<file path="src/rtl/bus_pkg.sv">
// bus_pkg: shared constants, types and helpers for bus device ports.
package bus_pkg;
  localparam logic [7:0] BROADCAST_ID = 8'hFF;
  localparam int DEFAULT_DEPTH = 8;
  typedef logic [7:0] id_t;
  typedef logic [$clog2(DEFAULT_DEPTH+1)-1:0] cnt_t;
  function automatic id_t dest_of(input logic [63:0] pkt, input int sz);
    return pkt[sz-1 -: 8];
  endfunction
endpackage

</file>
<file path="src/rtl/sync_fifo.sv">
// sync_fifo: first-word-fall-through FIFO; writes when full and reads when empty are ignored.
module sync_fifo #(
  parameter int width = 16,
  parameter int depth = 8
) (
  input  logic                         clk,
  input  logic                         reset,
  input  logic                         wr_en,
  input  logic [width-1:0]             wr_data,
  input  logic                         rd_en,
  output logic [width-1:0]             rd_data,
  output logic                         full,
  output logic                         empty,
  output logic [$clog2(depth+1)-1:0]   count
);
  localparam int AW = $clog2(depth);
  localparam int CW = $clog2(depth+1);
  logic [width-1:0] mem_q [depth];
  logic [AW-1:0] wr_ptr_q, rd_ptr_q;
  logic [CW-1:0] count_q;
  logic wr, rd;
  assign full    = count_q == CW'(depth);
  assign empty   = count_q == '0;
  assign wr      = wr_en && !full;
  assign rd      = rd_en && !empty;
  assign count   = count_q;
  assign rd_data = empty ? '0 : mem_q[rd_ptr_q];
  always_ff @(posedge clk) begin
    if (reset) begin
      wr_ptr_q <= '0;
      rd_ptr_q <= '0;
      count_q  <= '0;
    end else begin
      if (wr) wr_ptr_q <= wr_ptr_q + 1'b1;
      if (rd) rd_ptr_q <= rd_ptr_q + 1'b1;
      count_q <= count_q + CW'(wr) - CW'(rd);
    end
  end
  always_ff @(posedge clk)
    if (wr) mem_q[wr_ptr_q] <= wr_data;
endmodule

</file>
<file path="src/rtl/bus_device_port.sv">
// bus_device_port: device end of a bus slot; TX pending FIFO popped by the bus,
// RX FIFO fed by destination-filtered pushes, with sticky error flags and a drop counter.
module bus_device_port
  import bus_pkg::*;
#(
  parameter int pckg_sz = 16,
  parameter int depth = 8,
  parameter logic [7:0] id = 8'd0,
  parameter logic [7:0] broadcast = BROADCAST_ID
) (
  input  logic                       clk,
  input  logic                       reset,
  input  logic                       tx_valid,
  input  logic [pckg_sz-1:0]         tx_data,
  output logic                       tx_ready,
  output logic                       pndng,
  output logic [pckg_sz-1:0]         D_pop,
  input  logic                       pop,
  input  logic                       push,
  input  logic [pckg_sz-1:0]         D_push,
  output logic                       rx_valid,
  output logic [pckg_sz-1:0]         rx_data,
  input  logic                       rx_ready,
  output logic [$clog2(depth+1)-1:0] tx_count,
  output logic [$clog2(depth+1)-1:0] rx_count,
  output logic                       rx_overflow,
  output logic                       rx_misroute,
  output logic                       tx_underflow,
  output logic [7:0]                 drop_cnt
);
  logic tx_full, tx_empty, rx_full, rx_empty;
  logic match, accept, ovf, misr;
  logic rx_overflow_q, rx_misroute_q, tx_underflow_q;
  logic [7:0] drop_cnt_q;
  id_t dest;
  sync_fifo #(.width(pckg_sz), .depth(depth)) u_tx (
    .clk(clk), .reset(reset), .wr_en(tx_valid), .wr_data(tx_data),
    .rd_en(pop), .rd_data(D_pop), .full(tx_full), .empty(tx_empty), .count(tx_count)
  );
  sync_fifo #(.width(pckg_sz), .depth(depth)) u_rx (
    .clk(clk), .reset(reset), .wr_en(accept), .wr_data(D_push),
    .rd_en(rx_ready), .rd_data(rx_data), .full(rx_full), .empty(rx_empty), .count(rx_count)
  );
  always_comb begin
    dest   = dest_of(64'(D_push), pckg_sz);
    match  = dest == id || dest == broadcast;
    accept = push && match;
    ovf    = accept && rx_full;
    misr   = push && !match;
  end
  assign tx_ready     = !tx_full;
  assign pndng        = !tx_empty;
  assign rx_valid     = !rx_empty;
  assign rx_overflow  = rx_overflow_q;
  assign rx_misroute  = rx_misroute_q;
  assign tx_underflow = tx_underflow_q;
  assign drop_cnt     = drop_cnt_q;
  always_ff @(posedge clk) begin
    if (reset) begin
      rx_overflow_q  <= 1'b0;
      rx_misroute_q  <= 1'b0;
      tx_underflow_q <= 1'b0;
      drop_cnt_q     <= '0;
    end else begin
      if (ovf) rx_overflow_q <= 1'b1;
      if (misr) rx_misroute_q <= 1'b1;
      if (pop && tx_empty) tx_underflow_q <= 1'b1;
      if ((ovf || misr) && drop_cnt_q != 8'hFF) drop_cnt_q <= drop_cnt_q + 1'b1;
    end
  end
endmodule

</file>
<file path="config.mk">
export PLATFORM = sky130hd
export DESIGN_NAME = bus_device_port
export DESIGN_NICKNAME = d
export VERILOG_FILES = /design/src/rtl/bus_pkg.sv /design/src/rtl/sync_fifo.sv /design/src/rtl/bus_device_port.sv
export SDC_FILE = /design/constraint.sdc
export NUM_CORES = 1
export LEC_CHECK = 0
export CAP_MARGIN = 20
export CORE_MARGIN = 5
export CORE_UTILIZATION = 35
export DETAILED_ROUTE_END_ITERATION = 7
export PLACE_DENSITY = 0.59
export SYNTH_ARGS = -nofsm -noshare
export SYNTH_HDL_FRONTEND = slang
export SYNTH_SLANG_ARGS = --single-unit
export TNS_END_PERCENT = 1
</file>
<file path="constraint.sdc">
create_clock -name clk -period 4.2 [get_ports clk]
set_input_delay 0.84 -clock clk [delete_from_list [all_inputs] [get_ports clk]]
set_output_delay 0.84 -clock clk [all_outputs]
set_load 0.1 [all_outputs]
</file>
[Yosys cells after proc, flatten, opt, wreduce, memory -nomap -nowiden]
Memories as Yosys holds them, arrays and structs flattened. A register that Yosys moved wholly into a read port is not among the register bits.
Cells that the tools add are included.
Word-level totals
  word-level logic and storage cells: 54
  memories: 2
  RAM bits: 256
  flip-flop bits (word level): 31
Cells by class
  muxes and demuxes: 10
  reductions and logical operators: 19
  add/sub/neg operators: 9
  equality and inequality tests: 4
Memory list
  u_rx.mem_q: depth 8, width 16, rd ports 1, clocked after memory_dff 1, write ports 1, line sync_fifo.sv:18  | logic [width-1:0] mem_q [depth];
  u_tx.mem_q: depth 8, width 16, rd ports 1, clocked after memory_dff 1, write ports 1, line sync_fifo.sv:18
Operators by type and width (count)
  2-to-1 mux 16 bit: 2
  adder 3 x 1 -> 3 bit (second input constant): 4
  2-to-1 mux 3 bit: 4
  logical AND 1 bit: 9
  adder 4 x 1 -> 4 bit: 2
  adder 8 x 1 -> 8 bit (second input constant): 1
  == test 4 bit (second input constant): 2
  == test 8 bit (second input constant): 1
  zero test 4 bit: 2
  zero test 8 bit: 1
  != test 8 bit (second input constant): 1
  subtractor 4 x 1 -> 4 bit: 2
  zero test 1 bit: 5
  2-to-1 mux 1 bit: 4
  logical OR 1 bit: 2

[Logic depth before layout (Yosys ltp)]
  depth after elaboration: 6
  depth in mapped cells: 14
  mapped depth without buffers: 13

[Cells and area by module]
A second synthesis with hierarchy kept.
Unflattened totals
  cell total of the unflattened synthesis: 610
  area, all modules: 11606.1 um2
By module, submodules not included
  sync_fifo: instances 2, area each 5491.5 um2, cells each 269
  bus_device_port: instances 1, area each 623.1 um2, cells each 72

[Least setup slack after synthesis]
No wires, ideal clock.
  kind: register to output
  from: reg u_tx.count_q[2], in the netlist u_tx.count[2]
  to: out D_pop[10]
  path slack: 0.250 ns
  stages on the path, launching flop included: 7
  path buffers: 2
  data required time: 3.360 ns
  data arrival time: 3.110 ns
  cell sequence: dfxtp_1 -> inv_1 -> ha_1 -> and2_1 -> buf_2 -> clkbuf_1 -> nor2_1
Between the ends
  longest elaborated chain between the ends: 2
Ends and longest elaborated chain
  start: declaration: line sync_fifo.sv:20  | logic [CW-1:0] count_q;
  start signal: assignment: line sync_fifo.sv:36  | count_q <= count_q + CW'(wr) - CW'(rd);
  zero test 4 bit: line sync_fifo.sv:23  | assign empty = count_q == '0;
  2-to-1 mux 16 bit: line sync_fifo.sv:27  | assign rd_data = empty ? '0 : mem_q[rd_ptr_q];
  end: declaration: line bus_device_port.sv:17  | output logic [pckg_sz-1:0] D_pop,
Every way passes these cells.

==> impl_results.md <==
* DIE WIDTH at around 190 um
* TNS Setup at 0 ps
* Hpwl dp at about 14 mm
* PortBufs at 91
* Area of the multi-input gates at about 3000 sq um
* WHS Endpoint: rx_overflow$_SDFFE_PP0P_
* Nature of the critical path endpoint: output port
* Clk sinks at about 290
* CTS tree: built
* Antenna violations before repair at 1
* Fin nets at between 800 and 900
* Max Slew Vio Count at 0
* Most used DFF post-synth: edfxtp_1
* First-pass GRT wire length at between 30 and 40 mm
* Syn Inst Count at around 630
* Cts bufs inserted at 31
* #FFs+latches synth at ~290
* CP max FO at 15
* Yosys top cell area share at 66.1%
* Share of layout cells above drive strength 1 at 25.9%
* Hold depth at 2
* Area leader, netlist: edfxtp_1
* Reg-to-Reg Start: u_tx.count[1]$_SDFF_PP0_
* Post-route minimum period at 3410 ps
* RSZ-0062 raised after global routing: false
* Setup Skew at 21.5 ps
* Post-DRT Antenna Nets at 0
* Worst R2R Path Depth at 13
* Post-synth net total at between 600 and 700
* Placed standard-cell area at 13200 sq um
* Routability congestion estimate at between 0.6 and 0.7
* N_diodes at 0
* Register area share after synthesis at between 70% and 80%
* Die height at 192 um
* Yosys warnings at 0
* Max VDD drop at 626 uV
* Vias/cell at about 4.8
* Arrival time at the worst endpoint at ~2600 ps
* Top cells by area, synth: edfxtp_1 66%, mux4_2 12%, dfxtp_1 6.4%
* Layout area overhead at 21.5%
* Worst slew pin tran at 982 ps
* Asr flop ratio synth at 0%
* Row Count at 66
* P per Cell Area at about 700 nW/um^2
* Die area at between 30000 and 40000 sq um
* Crit start category: flop
* # H-tree levels at 1
* Fill cell count at between 2k and 3k
* Most frequent cell after synthesis: edfxtp_1
* Vias in the first global route at 6211
* Max_cap viols at 0
* Cts repair resizes at 0
* Post-Syn Area at approximately 12000 sq um
* Final setup viols at 0
* Synth cell count leaders: 256 x edfxtp_1, 64 x mux4_2, 63 x nor2_1, 37 x dfxtp_1, 35 x mux2i_1
* Slew HR at around 34%
* GRT overflow at 0
* I/O pins at between 90 and 100
* Post-CTS Hold Fix Bufs at 0
* Max Clk Rate at ~290 MHz
* Hold Crit Class: reg -> reg
* Status: finished clean
* Unique cell type count in the Yosys netlist at between 40 and 50
* Clock latency on the worst-skew pair at 550 ps
* Drc violations at 0
* GR Util All Layers at about an eighth
* Root buf cell: clkbuf_16
* Pwr Total at 9.96 mW
* Largest net degree at the start of global routing at 33
* CTS clk-pin slew, worst paths at 60 ps
* Reg-to-Reg End: u_tx.count[2]$_SDFF_PP0_
* Drt total wl at 22.7 mm
* Initial Util at 35.5%
* Final worst-path cycle share at between 80% and 90%
* R2r setup slk at approximately 1700 ps
* Post-Layout Inst Area at 14100 sq um
* Post-synth EDFFs at between 200 and 300
* Critical path class: reg -> out
* Static Leak at approximately 4.6 nW
* Total number of vias at between 5k and 6k
* Core area at ~33000 sq um
* Initial drt markers at between 200 and 300
* Worst Min Path Start: rx_overflow$_SDFFE_PP0P_
* Worst EP required at approximately 3400 ps
* DRT Pass-1 Iters at 4
* Syn_area_per_cell at between 15 and 20 sq um
* CTS Buffer Depth at 3
* Fin. Hold Viols at 0
* Sequential cell area at 8430 sq um
* WL/cell at between 15 and 20 um
* # Post-CTS Setup Buffers at 0
-- routing by layer --
layer,vias to the layer above,GRT usage (%),part of all wire [%]
li1,2700,-,-
met1,3018,16.6,45
met2,97,20.4,49
met3,28,2.14,4.1
met4,2,2.72,1.8
met5,-,0,0.057
-- worst max-delay path: stages (launching register included) --
cell and delay, ps:
dfxtp_2 680, buf_4 310, mux4_2 510, mux2i_1 210
nor2_1 60, buf_4 240
-- cell usage in the layout (no fill, tap or decap), types with 5 or more instances in the layout --
cell and instances:
mux4_2 64, nor2_1 63, clkbuf_16 31, clkdlybuf4s50_1 57, mux2i_1 35, nand3_1 5, dfxtp_1 35, edfxtp_1 256
nand2_1 15, nand2b_1 7, xor2_1 6, nor2b_1 6, a21oi_1 13, buf_4 62, inv_1 21, ha_1 17
clkinv_2 10
-- final cells by class --
class | instances | share of cell area [%]
Inverter | 21 | 0.558
Clock buffer | 35 | 5.60
Multi-Input combinational cell | 284 | 21.5
Sequential cell | 293 | 59.7
Tap cell | 442 | 3.92
Clock inverter | 23 | 1.29
Timing Repair Buffer | 120 | 7.48
-- metrics by stage --
stage	util, %	setup WS, ps	hold slack, ps	std cells
after floorplan	-	250	454	626
after global routing	43.2	554	488	1218
after global placement	40.2	751	436	1160
after CTS	43.2	661	457	1218
final	43.2	789	447	1218
after detailed placement	40.2	721	445	1160
-- worst max path at each step --
stage                                   from  slack (ps)  depth (start not counted)                          to
global placement                  D_push[10]         750                          7  u_rx.mem_q[5][2]$_DFFE_PP_
CTS                                     flop         660                          5                   D_pop[10]
finish                                  flop         790                          5                   D_pop[10]
floorplan           u_tx.count[2]$_SDFF_PP0_         250                          6                   D_pop[10]
global route                            flop         550                          5                   D_pop[10]
detailed placement                D_push[10]         720                          7  u_rx.mem_q[5][7]$_DFFE_PP_
-- state kept, by name (all words and copies together) (netlist names), named ones only --
register / cells
u_rx.mem_q: 128
u_tx.mem_q: 128
drop_cnt: 8
u_rx.count: 4
u_tx.count: 4
u_rx.rd_ptr_q: 3
u_rx.wr_ptr_q: 3
u_tx.rd_ptr_q: 3
u_tx.wr_ptr_q: 3
rx_misroute: 1
rx_overflow: 1
tx_underflow: 1
-- kinds of logic after synthesis --
family | after synthesis | share of synthesized area (%)
compound gates | 27 | 1.61
xor+xnor | 10 | 0.754
fa+ha+maj | 19 | 2.17
buf+inv | 49 | 1.72
flops | 293 | 72.5
mux | 102 | 15.8
simple gates | 126 | 5.42
-- report_power, final --
| part | internal, mW | total, mW | switching, mW |
|---|---|---|---|
| registers | 3.31 | 3.41 | 0.106 |
| clock network | 1.48 | 2.58 | 1.10 |
| logic | 1.11 | 3.97 | 2.86 |
No activity file was read; power rests on OpenSTA's default activity.
